`config.mk`:
```
export PLATFORM = sky130hd
export DESIGN_NAME = wb_initiator_flat
export DESIGN_NICKNAME = d
export VERILOG_FILES = /design/src/rtl/wb_initiator_if.sv /design/src/rtl/wb_initiator.sv /design/src/flat_wrapper.sv
export SDC_FILE = /design/constraint.sdc
export NUM_CORES = 1
export LEC_CHECK = 0
export BUFFER_PORTS_ARGS = -buffer_cell sky130_fd_sc_hd__buf_2
export CORE_ASPECT_RATIO = 1.75
export CORE_MARGIN = 1.5
export CORE_UTILIZATION = 48
export CTS_BUF_LIST = sky130_fd_sc_hd__clkbuf_16
export DETAILED_ROUTE_END_ITERATION = 10
export HOLD_SLACK_MARGIN = 0.15
export PLACE_DENSITY = 0.8
export SETUP_SLACK_MARGIN = 0.5
export SYNTH_ARGS = -nofsm -noshare
export SYNTH_HDL_FRONTEND = slang
export SYNTH_SLANG_ARGS = --single-unit
```
`constraint.sdc`:
```
create_clock -name clock -period 2.4 [get_ports clock]
set_input_delay 0.36 -clock clock [delete_from_list [all_inputs] [get_ports clock]]
set_output_delay 0.36 -clock clock [all_outputs]
set_load 0.02 [all_outputs]
```
`src/rtl/wb_initiator_if.sv`:
```
// wb_initiator_if: groups the command, response and Wishbone classic
// initiator signals of wb_initiator into one bundle.
//   master : the wb_initiator side. It consumes commands, produces responses
//            and drives the Wishbone bus.
//   slave  : the environment side. It offers commands, consumes responses
//            and plays the Wishbone target.
// Signal groups:
//   cmd_*  : valid/ready command channel (we, addr, wdata, sel)
//   rsp_*  : valid/ready response channel (rdata, err)
//   wbm_*  : Wishbone classic initiator (cyc, stb, we, sel, adr, dat, ack)
interface wb_initiator_if;
  logic        cmd_valid;
  logic        cmd_ready;
  logic        cmd_we;
  logic [31:0] cmd_addr;
  logic [31:0] cmd_wdata;
  logic [3:0]  cmd_sel;

  logic        rsp_valid;
  logic        rsp_ready;
  logic [31:0] rsp_rdata;
  logic        rsp_err;

  logic        wbm_cyc_o;
  logic        wbm_stb_o;
  logic        wbm_we_o;
  logic [3:0]  wbm_sel_o;
  logic [31:0] wbm_adr_o;
  logic [31:0] wbm_dat_o;
  logic [31:0] wbm_dat_i;
  logic        wbm_ack_i;

  modport master (
    input  cmd_valid, cmd_we, cmd_addr, cmd_wdata, cmd_sel,
    output cmd_ready,
    output rsp_valid, rsp_rdata, rsp_err,
    input  rsp_ready,
    output wbm_cyc_o, wbm_stb_o, wbm_we_o, wbm_sel_o, wbm_adr_o, wbm_dat_o,
    input  wbm_dat_i, wbm_ack_i
  );

  modport slave (
    output cmd_valid, cmd_we, cmd_addr, cmd_wdata, cmd_sel,
    input  cmd_ready,
    input  rsp_valid, rsp_rdata, rsp_err,
    output rsp_ready,
    input  wbm_cyc_o, wbm_stb_o, wbm_we_o, wbm_sel_o, wbm_adr_o, wbm_dat_o,
    output wbm_dat_i, wbm_ack_i
  );
endinterface

```
`src/rtl/wb_initiator.sv`:
```
// wb_initiator: converts one valid/ready command into a single Wishbone
// classic cycle and returns the result on a valid/ready response channel.
// Only one transaction is outstanding at a time.
// A cycle that sees no ack within TIMEOUT bus cycles is aborted. The abort
// returns rsp_err = 1 and rsp_rdata = 0.
// Parameters:
//   TIMEOUT : the maximum number of bus cycles waited for ack (1..65535)
// Ports:
//   clock   : the single clock. All logic uses the rising edge.
//   reset_n : the asynchronous active-low reset. The integrator releases it
//             synchronously to clock.
//   bus     : the command, response and Wishbone signals (master modport)
module wb_initiator #(
  parameter int unsigned TIMEOUT = 255
) (
  input  logic           clock,
  input  logic           reset_n,
  wb_initiator_if.master bus
);

  typedef enum logic [1:0] {
    IDLE,
    BUS,
    RESP
  } state_t;

  // The counter holds the bus cycles already waited. It reaches TIMEOUT on
  // the same edge that ends the TIMEOUT-th cycle, so the abort is taken
  // when the count is TIMEOUT-1 and ack is still low.
  localparam logic [15:0] LAST_WAIT = 16'(TIMEOUT - 1);

  state_t      state_q;
  state_t      state_d;
  logic [15:0] wait_cnt_q;

  logic        accept;
  logic        acked;
  logic        timed_out;

  logic        we_q;
  logic [3:0]  sel_q;
  logic [31:0] adr_q;
  logic [31:0] dat_q;
  logic [31:0] rdata_q;
  logic        err_q;

  always_ff @(posedge clock or negedge reset_n) begin
    if (!reset_n) begin
      state_q <= IDLE;
    end else begin
      state_q <= state_d;
    end
  end

  always_comb begin
    state_d   = state_q;
    accept    = 1'b0;
    acked     = 1'b0;
    timed_out = 1'b0;
    case (state_q)
      IDLE: begin
        if (bus.cmd_valid) begin
          accept  = 1'b1;
          state_d = BUS;
        end
      end
      BUS: begin
        // ack has priority over a timeout on the same edge.
        if (bus.wbm_ack_i) begin
          acked   = 1'b1;
          state_d = RESP;
        end else if (wait_cnt_q == LAST_WAIT) begin
          timed_out = 1'b1;
          state_d   = RESP;
        end
      end
      RESP: begin
        if (bus.rsp_ready) begin
          state_d = IDLE;
        end
      end
      default: state_d = IDLE;
    endcase
  end

  always_ff @(posedge clock or negedge reset_n) begin
    if (!reset_n) begin
      wait_cnt_q <= '0;
      we_q       <= 1'b0;
      sel_q      <= '0;
      adr_q      <= '0;
      dat_q      <= '0;
      rdata_q    <= '0;
      err_q      <= 1'b0;
    end else begin
      if (accept) begin
        wait_cnt_q <= '0;
        we_q       <= bus.cmd_we;
        sel_q      <= bus.cmd_sel;
        adr_q      <= bus.cmd_addr;
        dat_q      <= bus.cmd_wdata;
      end else if (state_q == BUS && !bus.wbm_ack_i) begin
        wait_cnt_q <= wait_cnt_q + 16'd1;
      end

      if (acked) begin
        rdata_q <= we_q ? '0 : bus.wbm_dat_i;
        err_q   <= 1'b0;
      end else if (timed_out) begin
        rdata_q <= '0;
        err_q   <= 1'b1;
      end
    end
  end

  // The handshake and strobe outputs come straight from the state register.
  // This way reset drops cyc/stb at once, and the two can never differ.
  assign bus.cmd_ready = (state_q == IDLE);
  assign bus.wbm_cyc_o = (state_q == BUS);
  assign bus.wbm_stb_o = (state_q == BUS);
  assign bus.rsp_valid = (state_q == RESP);

  assign bus.wbm_we_o  = we_q;
  assign bus.wbm_sel_o = sel_q;
  assign bus.wbm_adr_o = adr_q;
  assign bus.wbm_dat_o = dat_q;
  assign bus.rsp_rdata = rdata_q;
  assign bus.rsp_err   = err_q;

endmodule

```
`src/flat_wrapper.sv`:
```
// flat-port wrapper written by rule: the top's interface ports become plain ports
module wb_initiator_flat 
#(
  parameter int unsigned TIMEOUT = 255
)
  (clock, reset_n, bus_cmd_valid, bus_cmd_we, bus_cmd_addr, bus_cmd_wdata, bus_cmd_sel, bus_cmd_ready, bus_rsp_valid, bus_rsp_rdata, bus_rsp_err, bus_rsp_ready, bus_wbm_cyc_o, bus_wbm_stb_o, bus_wbm_we_o, bus_wbm_sel_o, bus_wbm_adr_o, bus_wbm_dat_o, bus_wbm_dat_i, bus_wbm_ack_i);
  wb_initiator_if bus_i ();
  input  logic clock;
  input  logic reset_n;
  input wire logic [$bits(bus_i.cmd_valid)-1:0] bus_cmd_valid;
  input wire logic [$bits(bus_i.cmd_we)-1:0] bus_cmd_we;
  input wire logic [$bits(bus_i.cmd_addr)-1:0] bus_cmd_addr;
  input wire logic [$bits(bus_i.cmd_wdata)-1:0] bus_cmd_wdata;
  input wire logic [$bits(bus_i.cmd_sel)-1:0] bus_cmd_sel;
  output wire logic [$bits(bus_i.cmd_ready)-1:0] bus_cmd_ready;
  output wire logic [$bits(bus_i.rsp_valid)-1:0] bus_rsp_valid;
  output wire logic [$bits(bus_i.rsp_rdata)-1:0] bus_rsp_rdata;
  output wire logic [$bits(bus_i.rsp_err)-1:0] bus_rsp_err;
  input wire logic [$bits(bus_i.rsp_ready)-1:0] bus_rsp_ready;
  output wire logic [$bits(bus_i.wbm_cyc_o)-1:0] bus_wbm_cyc_o;
  output wire logic [$bits(bus_i.wbm_stb_o)-1:0] bus_wbm_stb_o;
  output wire logic [$bits(bus_i.wbm_we_o)-1:0] bus_wbm_we_o;
  output wire logic [$bits(bus_i.wbm_sel_o)-1:0] bus_wbm_sel_o;
  output wire logic [$bits(bus_i.wbm_adr_o)-1:0] bus_wbm_adr_o;
  output wire logic [$bits(bus_i.wbm_dat_o)-1:0] bus_wbm_dat_o;
  input wire logic [$bits(bus_i.wbm_dat_i)-1:0] bus_wbm_dat_i;
  input wire logic [$bits(bus_i.wbm_ack_i)-1:0] bus_wbm_ack_i;
  assign bus_i.cmd_valid = bus_cmd_valid;
  assign bus_i.cmd_we = bus_cmd_we;
  assign bus_i.cmd_addr = bus_cmd_addr;
  assign bus_i.cmd_wdata = bus_cmd_wdata;
  assign bus_i.cmd_sel = bus_cmd_sel;
  assign bus_cmd_ready = bus_i.cmd_ready;
  assign bus_rsp_valid = bus_i.rsp_valid;
  assign bus_rsp_rdata = bus_i.rsp_rdata;
  assign bus_rsp_err = bus_i.rsp_err;
  assign bus_i.rsp_ready = bus_rsp_ready;
  assign bus_wbm_cyc_o = bus_i.wbm_cyc_o;
  assign bus_wbm_stb_o = bus_i.wbm_stb_o;
  assign bus_wbm_we_o = bus_i.wbm_we_o;
  assign bus_wbm_sel_o = bus_i.wbm_sel_o;
  assign bus_wbm_adr_o = bus_i.wbm_adr_o;
  assign bus_wbm_dat_o = bus_i.wbm_dat_o;
  assign bus_i.wbm_dat_i = bus_wbm_dat_i;
  assign bus_i.wbm_ack_i = bus_wbm_ack_i;
  wb_initiator #(.TIMEOUT(TIMEOUT)) u_core (.clock(clock), .reset_n(reset_n), .bus(bus_i));
endmodule
```
### Word level (Yosys, flattened, before mapping)

Index checks and enable logic that the tools add are counted.

* add/subtract/negate cells: 1
* equal/unequal tests: 6
* mux-type cells: 19
* reductions and logical operators: 6

Operator list (count)
* two-way mux 32 bit: 3
* two-way mux 16 bit: 2
* adder 16 x 1 -> 16 bit, second input constant: 1
* equality test 16 x 8 -> 1 bit, second input constant: 1
* two-way mux 1 bit: 9
* two-way mux 2 bit: 4
* case mux 2 bit (3 select lines): 1
* nonzero test 2 bit: 2
* inequality test 3 x 1 -> 1 bit, second input constant: 1
* AND reduction 3 bit: 1
* equality test 2 x 1 -> 1 bit, second input constant: 1
* equality test 2 bit, second input constant: 1
* logical NOT 2 bit: 1
* inequality test 2 x 1 -> 1 bit, second input constant: 1
* inequality test 2 bit, second input constant: 1
* logical AND 1 bit: 1
* logical NOT 1 bit: 1

* flip-flop bits (word level): 120
* input port bits: 106
* output and inout port bits: 106
* logic and storage cells: 40

### Depth between registers and ports, before layout

* word-level depth: 6
* depth in mapped cells: 7
* depth with buffers taken out: 6

### Worst setup path after synthesis

Ideal clock, no wire load.

* path type: flip-flop to flip-flop
* from: register u_core.wait_cnt_q[12]
* to: register u_core.rdata_q[10], in the netlist u_core.bus.rsp_rdata[10]
* library setup time: 0.125 ns
* data arrival time: 1.693 ns
* setup slack: 0.581 ns
* stages on the path, launching flop included: 6
* buffers on the path: 1
* period minus slack after synthesis: 1.819 ns
* cells stage by stage: dfrtp_1 or4_1 nor4_2 a21o_4 buf_12 o21ai_2

* longest elaborated chain between the ends: 5

Ends and longest elaborated chain
* start: declaration: line wb_initiator.sv:34 `logic [15:0] wait_cnt_q;`
* start signal: assignment: line wb_initiator.sv:103 `wait_cnt_q <= wait_cnt_q + 16'd1;`
* equality test 16 x 8 -> 1 bit: line wb_initiator.sv:72 `end else if (wait_cnt_q == LAST_WAIT) begin`
* two-way mux 1 bit: line wb_initiator.sv:72
* two-way mux 1 bit: line wb_initiator.sv:69 `if (bus.wbm_ack_i) begin`
* two-way mux 1 bit: line wb_initiator.sv:60 `case (state_q)`
* nonzero test 2 bit (no line)
* end signal: assignment: line wb_initiator.sv:107 `rdata_q <= we_q ? '0 : bus.wbm_dat_i;`
* end: declaration: line wb_initiator.sv:44 `logic [31:0] rdata_q;`

Every way passes these cells.
A chain may end at the register's enable or synchronous reset.

### Worst setup path after layout

* from: register u_core.wait_cnt_q[0]
* to: register u_core.wait_cnt_q[14]

* longest elaborated chain between the ends: 3

Ends and longest elaborated chain
* adder 16 x 1 -> 16 bit: line wb_initiator.sv:103
* two-way mux 16 bit: line wb_initiator.sv:102 `end else if (state_q == BUS && !bus.wbm_ack_i) begin`
* two-way mux 16 bit: line wb_initiator.sv:96 `if (accept) begin`

Every way passes these cells. The select of a mux whose other input is x is not followed.

==> results.ini <==
[global_route]
antenna_found_initial=0
grt_first_pass_wirelength_um=23600
grtUsageTotal=0.272
grt-ovfl-total=0
grt_max_degree=77
grt_pass1_vias=4978

[worst_setup_path]
crit_chain=ha_4, nand4bb_4, or2_2, or4_1, a21oi_2
endpoint_kind=flip-flop
critPathKind=reg2reg
critPathSlowestCell=or4_1
cp_max_fo=5
cp.arrival_ns=2.20
rr_worst_depth=5
crit_required_ns=2.72
critical_path_depth=5
critPathMaxStageDelay_ns=0.53
start_kind=flip-flop
path_delay_family=simple AND/OR/NAND/NOR gates
critPathBufInv=0

[synth]
synth_edf_count=0
synthFlopType=dfrtp_1
synth_commonest_cells=nand2_1, dfrtp_1, inv_1
syn_area_um2=5120
yosysTopAreaCell=dfrtp_1
yosys.cell_count.top_type=nand2_1
ys_ff_latch=120
ys_seq_area_frac=0.586
synthCells=536
syn_area_per_cell_um2=9.56
async_reset_ff_frac=1.00
synthesis.nets=644
yosysWarnings=0
synth_area_leaders=dfrtp_1, nand2_1, o21ai_2
ys_types=37
yosysTopAreaCellShare=0.586

[detailed_routing]
num_vias=4913
drt_iter0_drc=283
viasPerCell=5.14
drc=0
drt_first_pass_iters=4
finalWirelength_um=14900
ant_nets=0
wl_per_cell_um=15.6

[timing]
timing.final.crit_share=0.785
hold_ws_ns=0.158
clock.fmax_mhz=531
hold_violations=0
rsz0062_at_grt=true
slew_violations=0
tightest_slew_ns=0.641
fin_ws_ns=0.517
fin_crit_ns=1.88
finalSetupTns_ns=0
slew-limit-headroom=0.572
setup-violations-final=0
clock_skew_ns=0.00964

[placed_design]
pre_cts_ws_ns=0.284
placedCellCount=855
placed_area_um2=6310
place.gp.congestion=0.797
port_buffers=211
post-dp-hpwl_um=9130

[power_and_ir_drop]
total_leakage_power_nw=4.05
swShare=0.420
clock_power_share=0.239
intPower_mw=5.96
pwr-share-seq=0.337
peakVddDrop_uv=878
power.switching_mw=4.32
p_total_mw=10.3
p_per_area_nw_per_um2=1350
p_comb_frac=0.425

[clock_network]
cts.sinks=120
htreeDepth=4
path_clk_slew_ns=0.05
cts_buffers=17
insertion_delay_ns=0.41
cts_tree=yes
cts_root_buf=clkbuf_16
clockBufferDepth=2

[floorplanning]
core_area_um2=10400
ios=212
die_h_um=140
initial_core_util=0.495
rows=49
dieArea_um2=11300
die-width_um=81.1

[worst_hold_path]
hold_class=in2reg
whs_path_depth=3

[layout]
syn_to_final_growth_pct=48.6
fin_cells=955
final_layout_size_suffix_gt1_frac=0.368
final_core_utilization=0.735
final_nets=924
fillCellCount=685
n_antenna_cell=0
fin_area_um2=7610

[status]
outcome=complete, no violations

[job]
max-cap-violations=0

## final timing paths
kind | start | endpoint | slack, ns
worst max-delay path | u_core.wait_cnt_q[0] | u_core.wait_cnt_q[14] | 0.52
worst min-delay path | bus_cmd_wdata[2] | u_core.bus.wbm_dat_o[2] | 0.16
worst max register to register | u_core.wait_cnt_q[0] | u_core.wait_cnt_q[14] | 0.52
worst min register to register | u_core.bus.wbm_adr_o[7] | u_core.bus.wbm_adr_o[7] | 0.47
max in group asynchronous | reset_n | u_core.bus.rsp_rdata[12] | 1.26
min in group asynchronous | reset_n | u_core.bus.wbm_adr_o[24] | 0.45
## registers in the layout, summed over array words and instances (netlist names)
name,cells
u_core.bus.rsp_rdata,32
u_core.bus.wbm_adr_o,32
u_core.bus.wbm_dat_o,32
u_core.wait_cnt_q,16
u_core.bus.wbm_sel_o,4
u_core.state_q,2
u_core.bus.rsp_err,1
u_core.bus.wbm_we_o,1
## cell families (layout without fill, tap and decap cells)
| kind of cell | count (synthesis) | in the layout | share of synthesized area |
|---|---|---|---|
| simple gates | 255 | 255 | 0.209 |
| flops | 120 | 120 | 0.586 |
| compound gates | 82 | 83 | 0.124 |
| buf+inv | 68 | 359 | 0.0603 |
| xor+xnor | 9 | 9 | 0.0154 |
| fa+ha+maj | 2 | 2 | 0.00488 |
## power by group through the flow
| stage | Combinational [mW] | Sequential, mW | Clock [mW] |
|---|---|---|---|
| 6_report | 4.36 | 3.46 | 2.45 |
| 3_3_place_gp | 4.03 | 3.40 | 0 |
| 4_1_cts | 4.31 | 3.43 | 2.50 |
| 5_1_grt | 4.72 | 3.56 | 2.60 |
| 2_1_floorplan | 1.73 | 4.39 | 0 |
| 3_5_place_dp | 4.17 | 3.44 | 0 |
## worst min-delay path: cells and delay by family
family / cells / cell delay [ns]
simple gates: 2 / 0.09
buf+inv: 1 / 0.07
## cell usage in the layout, fill, tap and decap left out, types with 10 or more instances in the layout
cell           count
dlygate4sd3_1     60
inv_1             39
o21ai_2           30
nand2_1          211
a22oi_1           32
dfrtp_1          119
buf_4             13
clkbuf_16         17
nor2_1            10
buf_2            210
## layout make-up
cell class                      count  area [µm²]  area share
Sequential cell                   120        3000       0.395
Tap cell                          127         159      0.0209
Multi-Input combinational cell    349        1870       0.246
Clock inverter                     14         153      0.0200
Inverter                           40         150      0.0197
Timing Repair Buffer              288        1850       0.243
Clock buffer                       17         425      0.0559
## metal layers
layer | GRT usage | wire length (µm) | share of wire | up-vias
met3 | 0.0630 | 808 | 0.054 | 44
met2 | 0.471 | 8170 | 0.55 | 215
met1 | 0.296 | 5440 | 0.36 | 2360
met4 | 0.148 | 505 | 0.034 | 0
li1 | - | - | - | 2294
met5 | 0 | 0 | 0 | -
## what timing repair did
item                                   4_1_cts  5_1_grt
buffers inserted                             3        5
hold buffers                                60        0
pin swaps                                    2        1
setup endpoints to repair                   36       30
gates resized for setup                      8        4
endpoints found under the hold margin       90        0
cloned                                       1        0
Power figures use the tool's default switching activity.
